$ cat src/rtl/svm_linear_accum_if.sv
// Beat and result bundle for the streaming linear-SVM scoring engine.
// Parameters must match the engine instance the interface is bound to.
interface svm_linear_accum_if #(
  parameter int N_FEAT = 3780,
  parameter int LANES  = 1,
  parameter int DATA_W = 32,
  parameter int ACC_W  = 76
);
  localparam int BEATS  = N_FEAT / LANES;
  localparam int BEAT_W = $clog2(BEATS + 1);

  logic                      iStart;
  logic                      iValid;
  logic                      oReady;
  logic [LANES*DATA_W-1:0]   iHOG;
  logic [LANES*DATA_W-1:0]   iTrained;
  logic [DATA_W-1:0]         iBias;
  logic [ACC_W-1:0]          oScore;
  logic                      oHUMAN;
  logic                      oFINISH;
  logic                      oBusy;
  logic [BEAT_W-1:0]         oBeat;

  modport master (
    output iStart, iValid, iHOG, iTrained, iBias,
    input  oReady, oScore, oHUMAN, oFINISH, oBusy, oBeat
  );

  modport slave (
    input  iStart, iValid, iHOG, iTrained, iBias,
    output oReady, oScore, oHUMAN, oFINISH, oBusy, oBeat
  );
endinterface

$ cat src/rtl/svm_linear_accum.sv
// Streaming linear-SVM scorer: LANES feature*weight products per beat, a
// registered multiply stage, a registered lane-sum stage, then accumulate.
module svm_linear_accum #(
  parameter int N_FEAT = 3780,
  parameter int LANES  = 1,
  parameter int DATA_W = 32,
  parameter int FRAC_W = 16,
  parameter int ACC_W  = 76
) (
  input  logic              iClk,
  input  logic              iRst_n,
  svm_linear_accum_if.slave bus
);
  localparam int BEATS  = N_FEAT / LANES;
  localparam int BEAT_W = $clog2(BEATS + 1);
  localparam int PROD_W = 2 * DATA_W;

  typedef enum logic [1:0] {
    S_IDLE,
    S_ACCUM,
    S_DRAIN,
    S_RESULT
  } state_e;

  state_e                    state_q, state_d;
  logic                      ready_q, ready_d;
  logic                      busy_q, busy_d;
  logic                      finish_q, finish_d;
  logic                      human_q, human_d;
  logic                      p1_vld_q, p1_vld_d;
  logic                      p2_vld_q, p2_vld_d;
  logic [BEAT_W-1:0]         beat_q, beat_d;
  logic signed [DATA_W-1:0]  bias_q, bias_d;
  logic signed [ACC_W-1:0]   acc_q, acc_d;
  logic signed [ACC_W-1:0]   score_q, score_d;
  logic signed [ACC_W-1:0]   sum_q, sum_d;
  logic signed [ACC_W-1:0]   bias_ext;
  logic signed [PROD_W-1:0]  prod_q [LANES];
  logic signed [PROD_W-1:0]  prod_d [LANES];
  logic                      accept;

  function automatic logic signed [PROD_W-1:0] mul_lane(
    input logic signed [DATA_W-1:0] a,
    input logic signed [DATA_W-1:0] b
  );
    return PROD_W'(a) * PROD_W'(b);
  endfunction

  // A start in the same cycle as a beat wins; the beat is dropped.
  assign accept   = ready_q && bus.iValid && !bus.iStart;
  assign bias_ext = ACC_W'(bias_q) <<< FRAC_W;

  always_comb begin
    for (int l = 0; l < LANES; l++) begin
      prod_d[l] = mul_lane(bus.iHOG[l*DATA_W +: DATA_W],
                           bus.iTrained[l*DATA_W +: DATA_W]);
    end
  end

  // NOTE: every variable gets a default before any branch, so no latch is inferred.
  always_comb begin
    sum_d = '0;
    for (int l = 0; l < LANES; l++) begin
      sum_d = sum_d + ACC_W'(prod_q[l]);
    end
  end

  always_comb begin
    state_d  = state_q;
    beat_d   = beat_q;
    bias_d   = bias_q;
    acc_d    = acc_q;
    score_d  = score_q;
    human_d  = human_q;
    finish_d = 1'b0;
    p1_vld_d = accept;
    p2_vld_d = p1_vld_q;

    if (p2_vld_q) begin
      acc_d = acc_q + sum_q;
    end

    case (state_q)
      S_IDLE: ;
      S_ACCUM: begin
        if (accept) begin
          beat_d = beat_q + 1'b1;
          if (beat_q == BEAT_W'(BEATS - 1)) begin
            state_d = S_DRAIN;
          end
        end
      end
      S_DRAIN: begin
        if (!p1_vld_q && !p2_vld_q) begin
          state_d  = S_RESULT;
          score_d  = acc_q + bias_ext;
          human_d  = !score_d[ACC_W-1] && (score_d != '0);
          finish_d = 1'b1;
        end
      end
      S_RESULT: state_d = S_IDLE;
      default:  state_d = S_IDLE;
    endcase

    // Restart discards everything in flight but leaves the last score visible.
    if (bus.iStart) begin
      state_d  = S_ACCUM;
      beat_d   = '0;
      acc_d    = '0;
      bias_d   = bus.iBias;
      p1_vld_d = 1'b0;
      p2_vld_d = 1'b0;
      finish_d = 1'b0;
      score_d  = score_q;
      human_d  = human_q;
    end

    ready_d = (state_d == S_ACCUM);
    busy_d  = (state_d != S_IDLE);
  end

  // NOTE: only non-blocking assignments here, so all flops see pre-edge values.
  always_ff @(posedge iClk or negedge iRst_n) begin
    if (!iRst_n) begin
      state_q  <= S_IDLE;
      ready_q  <= 1'b0;
      busy_q   <= 1'b0;
      finish_q <= 1'b0;
      human_q  <= 1'b0;
      p1_vld_q <= 1'b0;
      p2_vld_q <= 1'b0;
      beat_q   <= '0;
      bias_q   <= '0;
      acc_q    <= '0;
      score_q  <= '0;
    end else begin
      state_q  <= state_d;
      ready_q  <= ready_d;
      busy_q   <= busy_d;
      finish_q <= finish_d;
      human_q  <= human_d;
      p1_vld_q <= p1_vld_d;
      p2_vld_q <= p2_vld_d;
      beat_q   <= beat_d;
      bias_q   <= bias_d;
      acc_q    <= acc_d;
      score_q  <= score_d;
    end
  end

  // NOTE: pipeline data regs are not reset; p1_vld_q/p2_vld_q qualify their contents.
  always_ff @(posedge iClk) begin
    if (accept) begin
      prod_q <= prod_d;
    end
    if (p1_vld_q) begin
      sum_q <= sum_d;
    end
  end

  assign bus.oReady  = ready_q;
  assign bus.oBusy   = busy_q;
  assign bus.oFINISH = finish_q;
  assign bus.oHUMAN  = human_q;
  assign bus.oScore  = score_q;
  assign bus.oBeat   = beat_q;

endmodule

$ cat src/flat_wrapper.sv
// flat-port wrapper written by rule: the top's interface ports become plain ports
module svm_linear_accum_flat 
#(
  parameter int N_FEAT = 3780,
  parameter int LANES  = 1,
  parameter int DATA_W = 32,
  parameter int FRAC_W = 16,
  parameter int ACC_W  = 76
)
  (iClk, iRst_n, bus_iStart, bus_iValid, bus_iHOG, bus_iTrained, bus_iBias, bus_oReady, bus_oScore, bus_oHUMAN, bus_oFINISH, bus_oBusy, bus_oBeat);
  svm_linear_accum_if #(.N_FEAT(N_FEAT), .LANES(LANES), .DATA_W(DATA_W), .ACC_W(ACC_W)) bus_i ();
  input  logic iClk;
  input  logic iRst_n;
  input wire logic [$bits(bus_i.iStart)-1:0] bus_iStart;
  input wire logic [$bits(bus_i.iValid)-1:0] bus_iValid;
  input wire logic [$bits(bus_i.iHOG)-1:0] bus_iHOG;
  input wire logic [$bits(bus_i.iTrained)-1:0] bus_iTrained;
  input wire logic [$bits(bus_i.iBias)-1:0] bus_iBias;
  output wire logic [$bits(bus_i.oReady)-1:0] bus_oReady;
  output wire logic [$bits(bus_i.oScore)-1:0] bus_oScore;
  output wire logic [$bits(bus_i.oHUMAN)-1:0] bus_oHUMAN;
  output wire logic [$bits(bus_i.oFINISH)-1:0] bus_oFINISH;
  output wire logic [$bits(bus_i.oBusy)-1:0] bus_oBusy;
  output wire logic [$bits(bus_i.oBeat)-1:0] bus_oBeat;
  assign bus_i.iStart = bus_iStart;
  assign bus_i.iValid = bus_iValid;
  assign bus_i.iHOG = bus_iHOG;
  assign bus_i.iTrained = bus_iTrained;
  assign bus_i.iBias = bus_iBias;
  assign bus_oReady = bus_i.oReady;
  assign bus_oScore = bus_i.oScore;
  assign bus_oHUMAN = bus_i.oHUMAN;
  assign bus_oFINISH = bus_i.oFINISH;
  assign bus_oBusy = bus_i.oBusy;
  assign bus_oBeat = bus_i.oBeat;
  svm_linear_accum #(.N_FEAT(N_FEAT), .LANES(LANES), .DATA_W(DATA_W), .FRAC_W(FRAC_W), .ACC_W(ACC_W)) u_core (.iClk(iClk), .iRst_n(iRst_n), .bus(bus_i));
endmodule
$ cat config.mk
export PLATFORM = sky130hd
export DESIGN_NAME = svm_linear_accum_flat
export DESIGN_NICKNAME = d
export VERILOG_FILES = /design/src/rtl/svm_linear_accum_if.sv /design/src/rtl/svm_linear_accum.sv /design/src/flat_wrapper.sv
export SDC_FILE = /design/constraint.sdc
export NUM_CORES = 2
export LEC_CHECK = 0
export ABC_AREA = 1
export BUFFER_PORTS_ARGS = -buffer_cell sky130_fd_sc_hd__buf_2
export CORE_MARGIN = 2
export CORE_UTILIZATION = 30
export DETAILED_ROUTE_END_ITERATION = 10
export GPL_TIMING_DRIVEN = 0
export PLACE_DENSITY = 0.51
export RECOVER_POWER = 50
export SKIP_LAST_GASP = 1
export SLEW_MARGIN = 40
export SYNTH_ARGS = -nofsm -noshare
export SYNTH_HDL_FRONTEND = slang
export SYNTH_SLANG_ARGS = --single-unit
$ cat constraint.sdc
create_clock -name iClk -period 7.8 [get_ports iClk]
set_input_delay 1.56 -clock iClk [delete_from_list [all_inputs] [get_ports iClk]]
set_output_delay 1.56 -clock iClk [all_outputs]
set_load 0.005 [all_outputs]
# Word-level counts from Yosys, hierarchy flattened
# Index checks and enable logic that the tools add are counted.
dict set report word_totals {
  regBits 332
  latchBits 0
  mem_bits_ro 0
  mem_count 0
  inputBits 100
  word_cells 53
  ram_bits 0
}
dict set report classes {
  multipliers 1
  div_mod_pow 0
  n_shift 0
  eq_ne 5
  n_lt_le_gt_ge 0
  add_sub_neg 3
  muxes 15
  bitwise_logic 1
  reduce_logical 15
}
# cell count
set ops {}
lappend ops {{$mux W76} 2}
lappend ops {{$add A76 B48 Y76} 1}
lappend ops {{$add A76 B64 Y76} 1}
lappend ops {{$reduce_bool A76 Y1} 1}
lappend ops {{$mul A32 B32 Y64} 1}
lappend ops {{$mux W12} 3}
lappend ops {{$add A12 B1 Y12 const B} 1}
lappend ops {{$eq A12 B12 Y1 const B} 1}
lappend ops {{$mux W2} 4}
lappend ops {{$reduce_bool A2 Y1} 4}
lappend ops {{$pmux W2 S3} 1}
lappend ops {{$mux W1} 5}
lappend ops {{$eq A2 B1 Y1 const B} 2}
lappend ops {{$eq A2 B2 Y1 const B} 2}
lappend ops {{$logic_and A1 B1 Y1} 4}
lappend ops {{$logic_not A1 Y1} 4}
lappend ops {{$reduce_and A3 Y1} 1}
lappend ops {{$reduce_and A2 Y1} 1}
lappend ops {{$not A1 Y1} 1}

# Depth between registers and ports, before layout
dict set report logic_depth {
  ltp_word 6
  depth_mapped 31
  depth_no_buf 30
}

# Worst setup path before layout
# No wires, ideal clock.
dict set report synth_timing {
  path_type {input-to-reg}
  start {input port bus_iHOG[31]}
  end {register u_core.prod_q[59] (netlist name) (data pin)}
  slack_ps -742
  path_buffers 1
  setup_ps 258
  t_arrival_ps 8283
  cell_stages 28
  required_ps 7542
  path_cell_list {clkbuf_1 nand2_1 inv_1 fa_1 inv_1 fa_1 inv_1 fa_1 fa_1 inv_1 fa_1 inv_1 fa_1 inv_1 fa_1 inv_1 fa_1 ha_1 nand2_1 nor2_1 inv_1 nor3_1 nand2_1 nor2_1 nand2_1 o211ai_1 a21oi_1 xnor2_1}
}
# element line
set synth_rtl {}
lappend synth_rtl {{start, declared} flat_wrapper.sv:16} ;# input wire logic [$bits(bus_i.iHOG)-1:0] bus_iHOG;
lappend synth_rtl {{end signal, assigned} svm_linear_accum.sv:154} ;# prod_q <= prod_d;
lappend synth_rtl {{end, declared} svm_linear_accum.sv:38} ;# logic signed [PROD_W-1:0] prod_q [LANES];

==> impl_results.md <==
* Port bufs at 190
* Cell Area, Synth at 60400 sq um
* Synth area leaders: fa_1 (36%), nand2_1 (13%), inv_1 (13%)
* Die Height at 453 um
* Post-DP Area at 65300 sq um
* CP required at 8080 ps
* Least-Margin Pin Slew at 3930 ps
* Core ar. at 200000 sq um
* Design Area, Final at 72100 sq um
* Vias/cell at 4.77
* CTS clk-pin slew, worst paths at 70 ps
* Main combinational cell family by area after synthesis: adder cells
* Number of global-route vias before repair at 54.6k
* Adder-cell share of the synthesized area at 42.5%
* Largest net degree at the start of global routing at 64
* Final Setup Violations at 20
* Area grow syn2layout at 19.2%
* Synth Flop Type: dfrtp_1
* Outcome: finished with violations
* Hold Fails Final Rpt at 0
* Clk root buf: clkbuf_16
* RR Startpoint: u_core.acc_q[47]
* Multi-input logic area at 44700 sq um
* Most frequent cells in the layout: nand2_1 (2099), inv_1 (2019), fa_1 (1014), nor2_1 (367), ha_1 (272)
* DR pass1 iterations at 5
* Layout cells sized above 1 at 13.9%
* CTS buffer count at 37
* Register area share after synthesis at 14.8%
* Synth cell types at 64
* Avg WL per Cell at 22.9 um
* Vias after detailed routing at 52.1k
* Final HPWL DP at 211000 um
* Most common cell after layout, fill and taps aside: nand2_1
* Clk_skew at 43.3 ps
* Ys async rst share at 61.4%
* Top-area cell type share of the netlist area at 35.9%
* Final nets at 9735
* Critical hold path startpoint: u_core.prod_q[43]
* Yosys warning count at 0
* Initial antenna violation count at 2
* Total GRT Usage at 24.3%
* DRT antenna net count at 0
* Xor-xnor portion of the synthesized cell area at 2.01%
* Final RePlAce weighted congestion at 1.00
* Crit start category: primary input
* Mux cell area share after synthesis at 0%
* Reg2reg setup slack at 4010 ps
* Fill count at 21.0k
* Kind of critical path: primary input to flop
* Residual DRC count at 0
* Core Util, Final at 36.0%
* Reg2reg path depth at 10
* Hold Path End: u_core.sum_q[43]
* Fin crit share at 105%
* Routed WL at 250000 um
* Global-route wire length before repair at 363000 um
* Die ar. at 205000 sq um
* Post-synth EDFFs at 128
* Hold Path Depth at 0
* Slew HR at -162%
* Failing checks: capacitance limit, slew limit, setup timing
* Fmax at 122 MHz
* Syn_nets at 9326
* Dpl ws at -2170 ps
* Die W at 453 um
* Synth area leader: fa_1
* Max cap viols at 4
* Clock latency on the worst-skew pair at 600 ps
* Sequential cell area at 8950 sq um
* Reg-to-reg endpoint: u_core.acc_q[66]
* Syn_area_per_cell at 7.73 sq um
* Initial core utilization at 30.2%
* Iteration-0 DRC Markers at 4125
* Post-layout min period at 8220 ps
* Worst Path Max Fanout at 5
* Final count of pins violating max slew at 206
* Worst Setup End Kind: flop
* Synth Area in Simple Gates at 19.8%
* CTS max path bufs at 3
* CTS tree: yes
* Row Count at 164
* Synthesized flop and latch total at 332
* CP Data Arrival Time at 8500 ps
* GRT Residual Overflow at 0
* Sinks on Clock Net at 332
* Final WS setup at -420 ps
* Unrepaired setup endpoints after global routing: yes
* Compound-cell area share of the yosys netlist at 6.42%
* Gate Count Post-Synth at 7823
* # IOs at 192
* Worst hold path class: flop to flop
* H-tree depth at 2
Yosys cell counts (40+ instances only):
| master | n |
|---|---|
| clkbuf_1 | 225 |
| ha_1 | 319 |
| xor2_1 | 75 |
| fa_1 | 1084 |
| inv_1 | 2066 |
| nor3_1 | 40 |
| nor2_1 | 402 |
| edfxtp_1 | 128 |
| dfrtp_1 | 204 |
| o21ai_0 | 240 |
| nand3_1 | 145 |
| xnor2_1 | 64 |
| a21oi_1 | 261 |
| nand4_1 | 47 |
| nor2_2 | 41 |
| nand2_1 | 2147 |
routing by layer:
layer / up-vias / GRT usage [%] / share of wire, %
met5: - / 0 / 0.0044
li1: 23800 / - / -
met1: 25800 / 30.8 / 41
met2: 1944 / 41.0 / 47
met4: 2 / 11.8 / 6.0
met3: 521 / 2.82 / 6.4
logic make-up (layout without fill, tap and decap cells):
| group | after synthesis | in the layout |
|---|---|---|
| other | 0 | 5 |
| XOR/XNOR | 139 | 139 |
| AND/OR/NAND/NOR | 2949 | 2949 |
| flip-flops | 332 | 332 |
| buffers and inverters | 2317 | 2753 |
| AO/OA/AOI/OAI | 683 | 683 |
| adder cells (fa/ha/maj) | 1403 | 1403 |
final cells by class:
class	instances	share of cell area [%]
diodes	5	0.0174
plain buffers	230	4.41
clock buffers	42	1.37
clock inverters	24	0.373
inverters	2087	10.9
multi-input cells	5174	62.0
flip-flops and latches	332	12.4
well taps	2656	4.61
repair buffers	370	3.87
flip-flops by register name, indices dropped and copies added, names as in the netlist:
register,cells
u_core.bus.oReady,1
u_core.bias_q,32
u_core.bus.oHUMAN,1
u_core.sum_q,64
u_core.bus.oScore,76
u_core.bus.oBusy,1
u_core.prod_q,64
u_core.state_q,2
u_core.bus.oBeat,12
u_core.acc_q,76
u_core.bus.oFINISH,1
u_core.p1_vld_q,1
u_core.p2_vld_q,1
repair_timing:
item / in CTS / in global routing
endpoints found under the setup margin: 44 / 32
cloned: 2 / 0
buffers inserted: 93 / 75
hold buffers: 0 / 0
pin swaps: 89 / 177
gates resized for setup: 692 / 382
through the flow:
stage	TNS, ps	std cells	hold slack, ps
floorplan	-2530	7823	400
global placement	-80420	10700	401
detailed placement	-70080	10700	405
CTS	-2620	10800	408
global route	-10420	10900	421
finish	-3210	10900	408
critical path, cell delays in order:
cell and delay [ps]:
buf_12 100, clkbuf_16 170, nand2_8 90, inv_6 30, fa_1 510, fa_2 570, fa_2 460, buf_12 170
fa_2 710, clkinvlp_4 200, buf_6 160, fa_1 490, inv_2 40, fa_1 540, inv_2 40, fa_1 510
inv_2 40, fa_1 510, ha_4 330, nand2_4 80, nor2_4 140, inv_1 110, nor2_4 120, nand2_1 60
inv_1 60, nand2_1 50, o211ai_1 440, xor2_1 130
worst max path at each step:
| stage | start | endpoint | slack, ps | depth (start not counted) |
|---|---|---|---|---|
| 5_1_grt | bus_iHOG[31] | u_core.prod_q[63] | -500 | 27 |
| 2_1_floorplan | bus_iHOG[31] | u_core.prod_q[59] | -310 | 26 |
| 3_5_place_dp | bus_iTrained[18] | u_core.prod_q[63] | -2170 | 23 |
| 3_3_place_gp | bus_iHOG[9] | u_core.prod_q[61] | -2320 | 28 |
| 4_1_cts | bus_iHOG[31] | u_core.prod_q[52] | -320 | 28 |
| 6_report | bus_iHOG[31] | u_core.prod_q[57] | -420 | 28 |
Power is left out: the tool's default activity adds up to more than one toggle a clock period on the data nets, which glitch-free logic cannot reach.
